## config.mk

```make
export PLATFORM = sky130hd
export DESIGN_NAME = jtpopeye_sdram_arb
export DESIGN_NICKNAME = d
export VERILOG_FILES = /design/src/rtl/jtpopeye_sdram_arb.sv
export SDC_FILE = /design/constraint.sdc
export NUM_CORES = 1
export LEC_CHECK = 0
export CORE_UTILIZATION = 30
export CTS_CLUSTER_SIZE = 8
export DETAILED_ROUTE_END_ITERATION = 7
export PLACE_DENSITY_LB_ADDON = 0.08
export REMOVE_ABC_BUFFERS = 1
export SYNTH_ARGS = -nofsm -noshare
export SYNTH_HDL_FRONTEND = slang
export SYNTH_SLANG_ARGS = --single-unit
```

## constraint.sdc

```tcl
create_clock -name clk -period 2.3 [get_ports clk]
set_input_delay 0.345 -clock clk [delete_from_list [all_inputs] [get_ports clk]]
set_output_delay 0.345 -clock clk [all_outputs]
set_load 0.01 [all_outputs]
```

## src/rtl/jtpopeye_sdram_arb.sv

```systemverilog
// ============================================================================
//  Module   : jtpopeye_sdram_arb
//  Purpose  : Shares one SDRAM read port between the main CPU ROM (byte reads)
//             and the object ROM (32-bit words). Each requester has a one-word
//             cache. Refresh is only allowed in idle slots. The game is held in
//             reset while the ROM downloads.
//  Revision : 1.0  initial release
// ============================================================================
`timescale 1ns/1ps
`default_nettype none

module jtpopeye_sdram_arb #(
   parameter logic [21:0] MAIN_OFFSET = 22'h00000,
   parameter logic [21:0] OBJ_OFFSET  = 22'h02000
)(
   input  logic        clk,
   input  logic        rst_n,
   input  logic        downloading,
   input  logic        loop_rst,
   input  logic        main_cs,
   input  logic [14:0] main_addr,
   output logic [7:0]  main_dout,
   output logic        main_ok,
   input  logic [12:0] obj_addr,
   output logic [31:0] obj_dout,
   output logic        sdram_req,
   input  logic        sdram_ack,
   input  logic        data_rdy,
   input  logic [31:0] data_read,
   output logic [21:0] sdram_addr,
   output logic        refresh_en,
   output logic        ready
);

   localparam logic [1:0] IDLE      = 2'd0;
   localparam logic [1:0] WAIT_ACK  = 2'd1;
   localparam logic [1:0] WAIT_DATA = 2'd2;

   logic [1:0]  state;
   logic        main_valid;
   logic [12:0] main_tag;
   logic [31:0] main_data;
   logic        obj_valid;
   logic [12:0] obj_tag;
   logic        gnt_obj;     // current transfer belongs to the object ROM
   logic        last_obj;    // most recent grant went to the object ROM
   logic [12:0] gnt_tag;     // word address latched when the grant was made

   logic        main_hit;
   logic        main_pend;
   logic        obj_pend;
   logic        pick_obj;
   logic [7:0]  main_byte;

   assign main_hit  = main_valid && (main_tag == main_addr[14:2]);
   assign main_pend = main_cs && !main_hit;
   assign obj_pend  = !obj_valid || (obj_tag != obj_addr);
   // Round-robin: on a tie the requester not served last wins
   assign pick_obj  = obj_pend && (!main_pend || !last_obj);

   // Byte lane selection from the cached main word (byte 0 in bits 7:0)
   always_comb begin
      main_byte = main_data[7:0];
      case (main_addr[1:0])
         2'd0:    main_byte = main_data[7:0];
         2'd1:    main_byte = main_data[15:8];
         2'd2:    main_byte = main_data[23:16];
         default: main_byte = main_data[31:24];
      endcase
   end

   // Ready rises once the controller has finished initialising after download
   always_ff @(posedge clk or negedge rst_n) begin
      if (!rst_n) begin
         ready <= 1'b0;
      end else if (downloading) begin
         ready <= 1'b0;
      end else if (!loop_rst) begin
         ready <= 1'b1;
      end
   end

   // Main ROM output: registered hit flag and byte, one cycle after the inputs
   always_ff @(posedge clk or negedge rst_n) begin
      if (!rst_n) begin
         main_ok   <= 1'b0;
         main_dout <= 8'd0;
      end else if (downloading) begin
         main_ok   <= 1'b0;
         main_dout <= 8'd0;
      end else begin
         main_ok <= main_cs && main_hit;
         if (main_cs && main_hit) begin
            main_dout <= main_byte;
         end
      end
   end

   // Request sequencer: grant, wait for acceptance, wait for data, fill cache
   always_ff @(posedge clk or negedge rst_n) begin
      if (!rst_n) begin
         state      <= IDLE;
         sdram_req  <= 1'b0;
         sdram_addr <= 22'd0;
         refresh_en <= 1'b1;
         main_valid <= 1'b0;
         main_tag   <= 13'd0;
         main_data  <= 32'd0;
         obj_valid  <= 1'b0;
         obj_tag    <= 13'd0;
         obj_dout   <= 32'd0;
         gnt_obj    <= 1'b0;
         gnt_tag    <= 13'd0;
         last_obj   <= 1'b0;
      end else if (downloading) begin
         // Abort any transfer; a late data_rdy lands in IDLE and is ignored
         state      <= IDLE;
         sdram_req  <= 1'b0;
         sdram_addr <= 22'd0;
         refresh_en <= 1'b1;
         main_valid <= 1'b0;
         obj_valid  <= 1'b0;
         obj_dout   <= 32'd0;
      end else begin
         case (state)
            IDLE: begin
               if (main_pend || obj_pend) begin
                  gnt_obj    <= pick_obj;
                  last_obj   <= pick_obj;
                  gnt_tag    <= pick_obj ? obj_addr : main_addr[14:2];
                  sdram_addr <= pick_obj ? (OBJ_OFFSET  + {9'd0, obj_addr})
                                         : (MAIN_OFFSET + {9'd0, main_addr[14:2]});
                  sdram_req  <= 1'b1;
                  refresh_en <= 1'b0;
                  state      <= WAIT_ACK;
               end else begin
                  refresh_en <= 1'b1;
               end
            end
            WAIT_ACK: begin
               if (sdram_ack) begin
                  sdram_req <= 1'b0;
                  state     <= WAIT_DATA;
               end
            end
            WAIT_DATA: begin
               if (data_rdy) begin
                  // The tag latched at grant is stored, so an address that moved
                  // during the transfer simply misses again afterwards
                  if (gnt_obj) begin
                     obj_valid <= 1'b1;
                     obj_tag   <= gnt_tag;
                     obj_dout  <= data_read;
                  end else begin
                     main_valid <= 1'b1;
                     main_tag   <= gnt_tag;
                     main_data  <= data_read;
                  end
                  refresh_en <= 1'b1;
                  state      <= IDLE;
               end
            end
            default: begin
               state <= IDLE;
            end
         endcase
      end
   end

endmodule

`default_nettype wire

```

* Word level (Yosys, flattened, before mapping)
Index checks and enable logic that the tools add are counted.
** Word-level totals
- Register bits :: 142
- Bits of input ports :: 67
- Output and inout port bits :: 66
- Logic and storage cells :: 95
** Operators by class
- $add $sub $neg :: 1
- Equal/unequal tests :: 11
- Mux-type cells :: 36
- Bitwise operators :: 2
- Reductions and logical operators :: 30
** Operators by type and width (number)
- two-way mux 32 bit :: 4
- two-way mux 22 bit :: 3
- one-hot mux 8 bit (3 select lines) :: 1
- two-way mux 1 bit :: 17
- two-way mux 8 bit :: 2
- adder 14 x 13 -> 15 bit, first input constant :: 1
- two-way mux 15 bit :: 1
- AND reduction 3 bit :: 5
- == test 13 bit :: 1
- two-way mux 13 bit :: 1
- inequality test 13 bit :: 1
- nonzero test 2 bit :: 6
- inequality test 3 bit, second input constant :: 3
- two-way mux 2 bit :: 4
- AND reduction 4 bit :: 2
- one-hot mux 2 bit (3 select lines) :: 1
- nonzero test 3 bit :: 2
- == test 2 x 1 -> 1 bit, second input constant :: 2
- == test 2 bit, second input constant :: 2
- logical AND 1 bit :: 4
- logical NOT 1 bit :: 4
- logical NOT 2 bit :: 2
- inequality test 2 bit, second input constant :: 2
- one-hot mux 1 bit (2 select lines) :: 2
- other kinds (3) :: 7

* Longest topological paths before layout
- Word-level depth :: 11
- Mapped depth :: 8
- Depth with buffers taken out :: 6

* Worst setup path before layout
Ideal clock, no wire load.
- Kind :: register to register
- Start point :: register obj_tag[4]
- End point :: register sdram_addr[10]
- Setup time :: 78 ps
- Data arrival time :: 1856 ps
- Required time :: 2222 ps
- Slack :: 367 ps
- Cell stages (with the launch flop) :: 8
- Path buffers :: 1
- Period minus slack after synthesis :: 1933 ps
- Cells stage by stage :: dfrtp_1 xnor2_1 nand4_1 or4_4 o21bai_4 a31oi_4 buf_6 o2bb2ai_1
** On the way
- Cells in the longest elaborated chain, start to end :: 7
- Elaborated cells on any way between the ends :: 10
- Those cells by class :: eq/ne: 1; mux: 4; reduce/logical: 5
** Ends and longest elaborated chain
- start: declaration :: RTL line 44 : logic [12:0] obj_tag;
- start signal: assignment :: RTL line 152 : obj_tag <= gnt_tag;
- inequality test 13 bit * :: RTL line 57 : assign obj_pend = !obj_valid || (obj_tag != obj_addr);
- logical OR 1 bit * :: RTL line 57
- logical AND 1 bit :: RTL line 59 : assign pick_obj = obj_pend && (!main_pend || !last_obj);
- two-way mux 15 bit :: RTL line 131 : sdram_addr <= pick_obj ? (OBJ_OFFSET + {9'd0, obj_addr})
- two-way mux 22 bit :: RTL line 127 : if (main_pend || obj_pend) begin
- two-way mux 22 bit :: RTL line 125 : case (state)
- two-way mux 22 bit :: RTL line 115 : end else if (downloading) begin
- end signal: assignment :: RTL line 131
- end: declaration :: RTL line 30 : output logic [21:0] sdram_addr,
Every way passes the cells marked *; elsewhere a longest branch is shown, timed or not. The select of a mux whose other input is x is not followed.
A chain may end at the register's enable or synchronous reset.

* Worst setup path after layout
- Start point :: input obj_addr[3]
- End point :: register sdram_addr[12]
** On the way
- Cells in the longest elaborated chain, start to end :: 7
- Elaborated cells on any way between the ends :: 11
- Those cells by class :: add/sub: 1; eq/ne: 1; mux: 4; reduce/logical: 5
** Ends and longest elaborated chain
- start: declaration :: RTL line 24 : input logic [12:0] obj_addr,
- branches (longest 7 deep; another with adder 14 x 13 -> 15 bit)
Parallel ways; which one is timed is not known. The select of a mux whose other input is x is not followed.

==> metrics.yaml <==
post-place-ws_ns: -0.347
rsz0062_at_grt: "false"
power_frac_comb_pct: 15.0
avgViaCountPerCell: 4.56
ys_async_sr_fraction_pct: 100
wl_um: 15000
yosys-top-cells-area: "dfrtp_1 (57%), mux2_2 (11%), nand2_1 (4.5%)"
coreArea_um2: 19000
synth.distinct_cells: 41
die_w_um: 142
cts_root_buf: "clkbuf_16"
drt-initial-drc-count: 150
place_congestion: 0.712
p_per_area_nw_per_um2: 830
maxCapViolations: 0
cp_max_fo: 10
finalPower_mw: 6.85
cts_buffers: 17
dpl.hpwl_um: 10300
rows: 50
track_usage_pct: 16.0
cts_tree: "yes"
htree_levels: 4
intPower_mw: 5.23
hold_viol: 0
port_buffers: 124
switching_power_mw: 1.62
critPathMaxStageDelay_ns: 0.60
period_share_pct: 95.6
synth_edf_count: 0
cp_slowest_cell: "or4_4"
maxSlewViolCount: 0
cp_cell_sequence: "clkdlybuf4s50_1 -> xnor2_1 -> nand4_1 -> or4_4 -> o21bai_4 -> a31oi_4 -> buf_12 -> o2bb2ai_1"
power_frac_seq_pct: 41.8
grt-ovfl-total: 0
seq_area_um2: 3350
layout_setup_ws_ns: 0.100
ant_nets: 0
grt_start_max_net_pins: 52
die_h_um: 142
min_period_ns: 2.20
synthFlopType: "dfrtp_1"
switching_share_pct: 23.6
start_util_pct: 30.9
relSlewSlack_pct: 64.2
setup_viol: 0
placed_cells: 863
max_slew.worst_pin.slew_ns: 0.537
area.growth.synth_to_final_pct: 40.9
crit_type: "in2reg"
n_fill_cell: 1785
min_path_type: "in2reg"
yosys_warnings: 0
skew_ns: 0.00615
instances_no_fill: 896
multiInputGateArea_um2: 2340
diodes: 0
fmax_mhz: 455
ios: 133
clkPwrFrac_pct: 43.1
grt_pass1_vias: 4270
required_ns: 2.64
layout_common_cells: "dfrtp_1 (133), clkdlybuf4s50_1 (122), nand2_1 (71)"
avgSynthCellArea_um2: 12.3
setup.worst_path.end_class: "flip-flop"
num-nets-final: 690
vias: 4083
ys_seq_elements: 134
irDropWorstVdd_uv: 519
cts.clk_slew.worst_paths_ns: 0.06
postCtsSetupBuffers: 0
cp.arrival_ns: 2.54
hold_ws_ns: 0.232
synth_area_leader_cell: "dfrtp_1"
avgRoutedWirePerCell_um: 16.7
drive_above_1_share_pct: 22.0
final_common_cell: "dfrtp_1"
syn_area_um2: 5860
cp-start-kind: "primary input"
cp_top_family: "simple AND/OR/NAND/NOR gates"
p_leak_nw: 3.54
clock-sinks: 134
worst-path-buf-inv: 2
syn-instance-count: 476
max-clock-path-buffers: 2
first_pass_iters: 4
grt_first_pass_wirelength_um: 23800
antenna_found_initial: 0
synth_seq_area_share_pct: 57.2
clock_latency_ns: 0.42
drc: 0
netlist.area_leader.share_pct: 56.8
dieArea_um2: 20100
outcome: "complete, no violations"
==> cells in the mapped netlist (2+ instances only) <==
library cell	n
o21ai_1	2
inv_1	5
buf_6	3
o2bb2ai_1	13
a21oi_1	35
buf_1	2
clkbuf_1	13
buf_4	10
o21ai_0	24
nand4_1	10
mux2_2	58
buf_2	5
nor2_1	12
nand2_1	71
dfrtp_1	133
mux4_2	8
nor3_1	3
mux2i_1	21
xnor2_1	26
==> metrics by stage <==
stage	TNS (ns)	instance area, µm²	util [%]
after global routing	0	8260	43.6
final	0	8260	43.6
after floorplan	-74.15	5690	-
after detailed placement	-10.36	7590	40.1
after global placement	-10.00	7590	40.1
after CTS	0	8250	43.5
==> cell families (layout without fill, tap and decap cells) <==
family / count (synthesis) / after routing / share of synthesized area [%]
XOR/XNOR: 26 / 26 / 3.88
other: 1 / 8 / 0.0640
AND/OR/NAND/NOR: 104 / 104 / 7.96
multiplexers: 87 / 87 / 17.8
AO/OA/AOI/OAI: 85 / 85 / 9.41
buffers and inverters: 39 / 192 / 3.65
flip-flops: 134 / 134 / 57.2
==> layout make-up <==
cell class | count | share of cell area (%)
clock buffers | 24 | 6.08
clock inverters | 8 | 1.73
inverters | 5 | 0.227
multi-input cells | 310 | 28.4
flip-flops and latches | 134 | 40.6
well taps | 260 | 3.94
repair buffers | 155 | 19.0
==> layer usage <==
layer | up-vias | GRT usage, % | share of wire [%]
met1 | 2021 | 21.8 | 49
met3 | 13 | 3.44 | 3.6
met2 | 97 | 24.6 | 46
met5 | - | 0 | 0
met4 | 0 | 6.34 | 1.4
li1 | 1952 | - | -
==> power by group through the flow <==
stage	Clock [mW]	Sequential [mW]	Combinational (mW)
final	2.96	2.87	1.03
after detailed placement	0	2.91	1.04
after global routing	3.14	2.91	1.13
after global placement	0	2.89	1.02
after floorplan	0	2.86	0.532
after CTS	3.02	2.87	1.05
==> what timing repair did <==
action | CTS | global route
hold buffers | 1 | 0
endpoints found under the hold margin | 41 | 0
setup endpoints to repair | 0 | 12
resized for setup | 0 | 1
==> flip-flops by register name, indices dropped and copies added (netlist names) <==
name / flops
obj_dout: 32
last_obj: 1
main_valid: 1
ready: 1
main_ok: 1
state: 2
main_data: 32
main_dout: 8
sdram_addr: 14
obj_valid: 1
sdram_req: 1
main_tag: 13
gnt_tag: 13
refresh_en: 1
obj_tag: 13
==> path summary, 6_finish.rpt <==
check	start	endpoint	slack, ns	cells past startpoint
setup / recovery	obj_addr[3]	sdram_addr[12]	0.10	8
hold / removal	downloading	obj_valid	0.23	2
setup reg to reg	obj_tag[4]	sdram_addr[12]	0.13	7
hold reg to reg	sdram_addr[7]	sdram_addr[7]	0.49	1
max in group asynchronous	rst_n	refresh_en	1.22	3
min in group asynchronous	rst_n	sdram_addr[7]	0.41	2
Note: power is estimated with default switching activity, not from simulation.
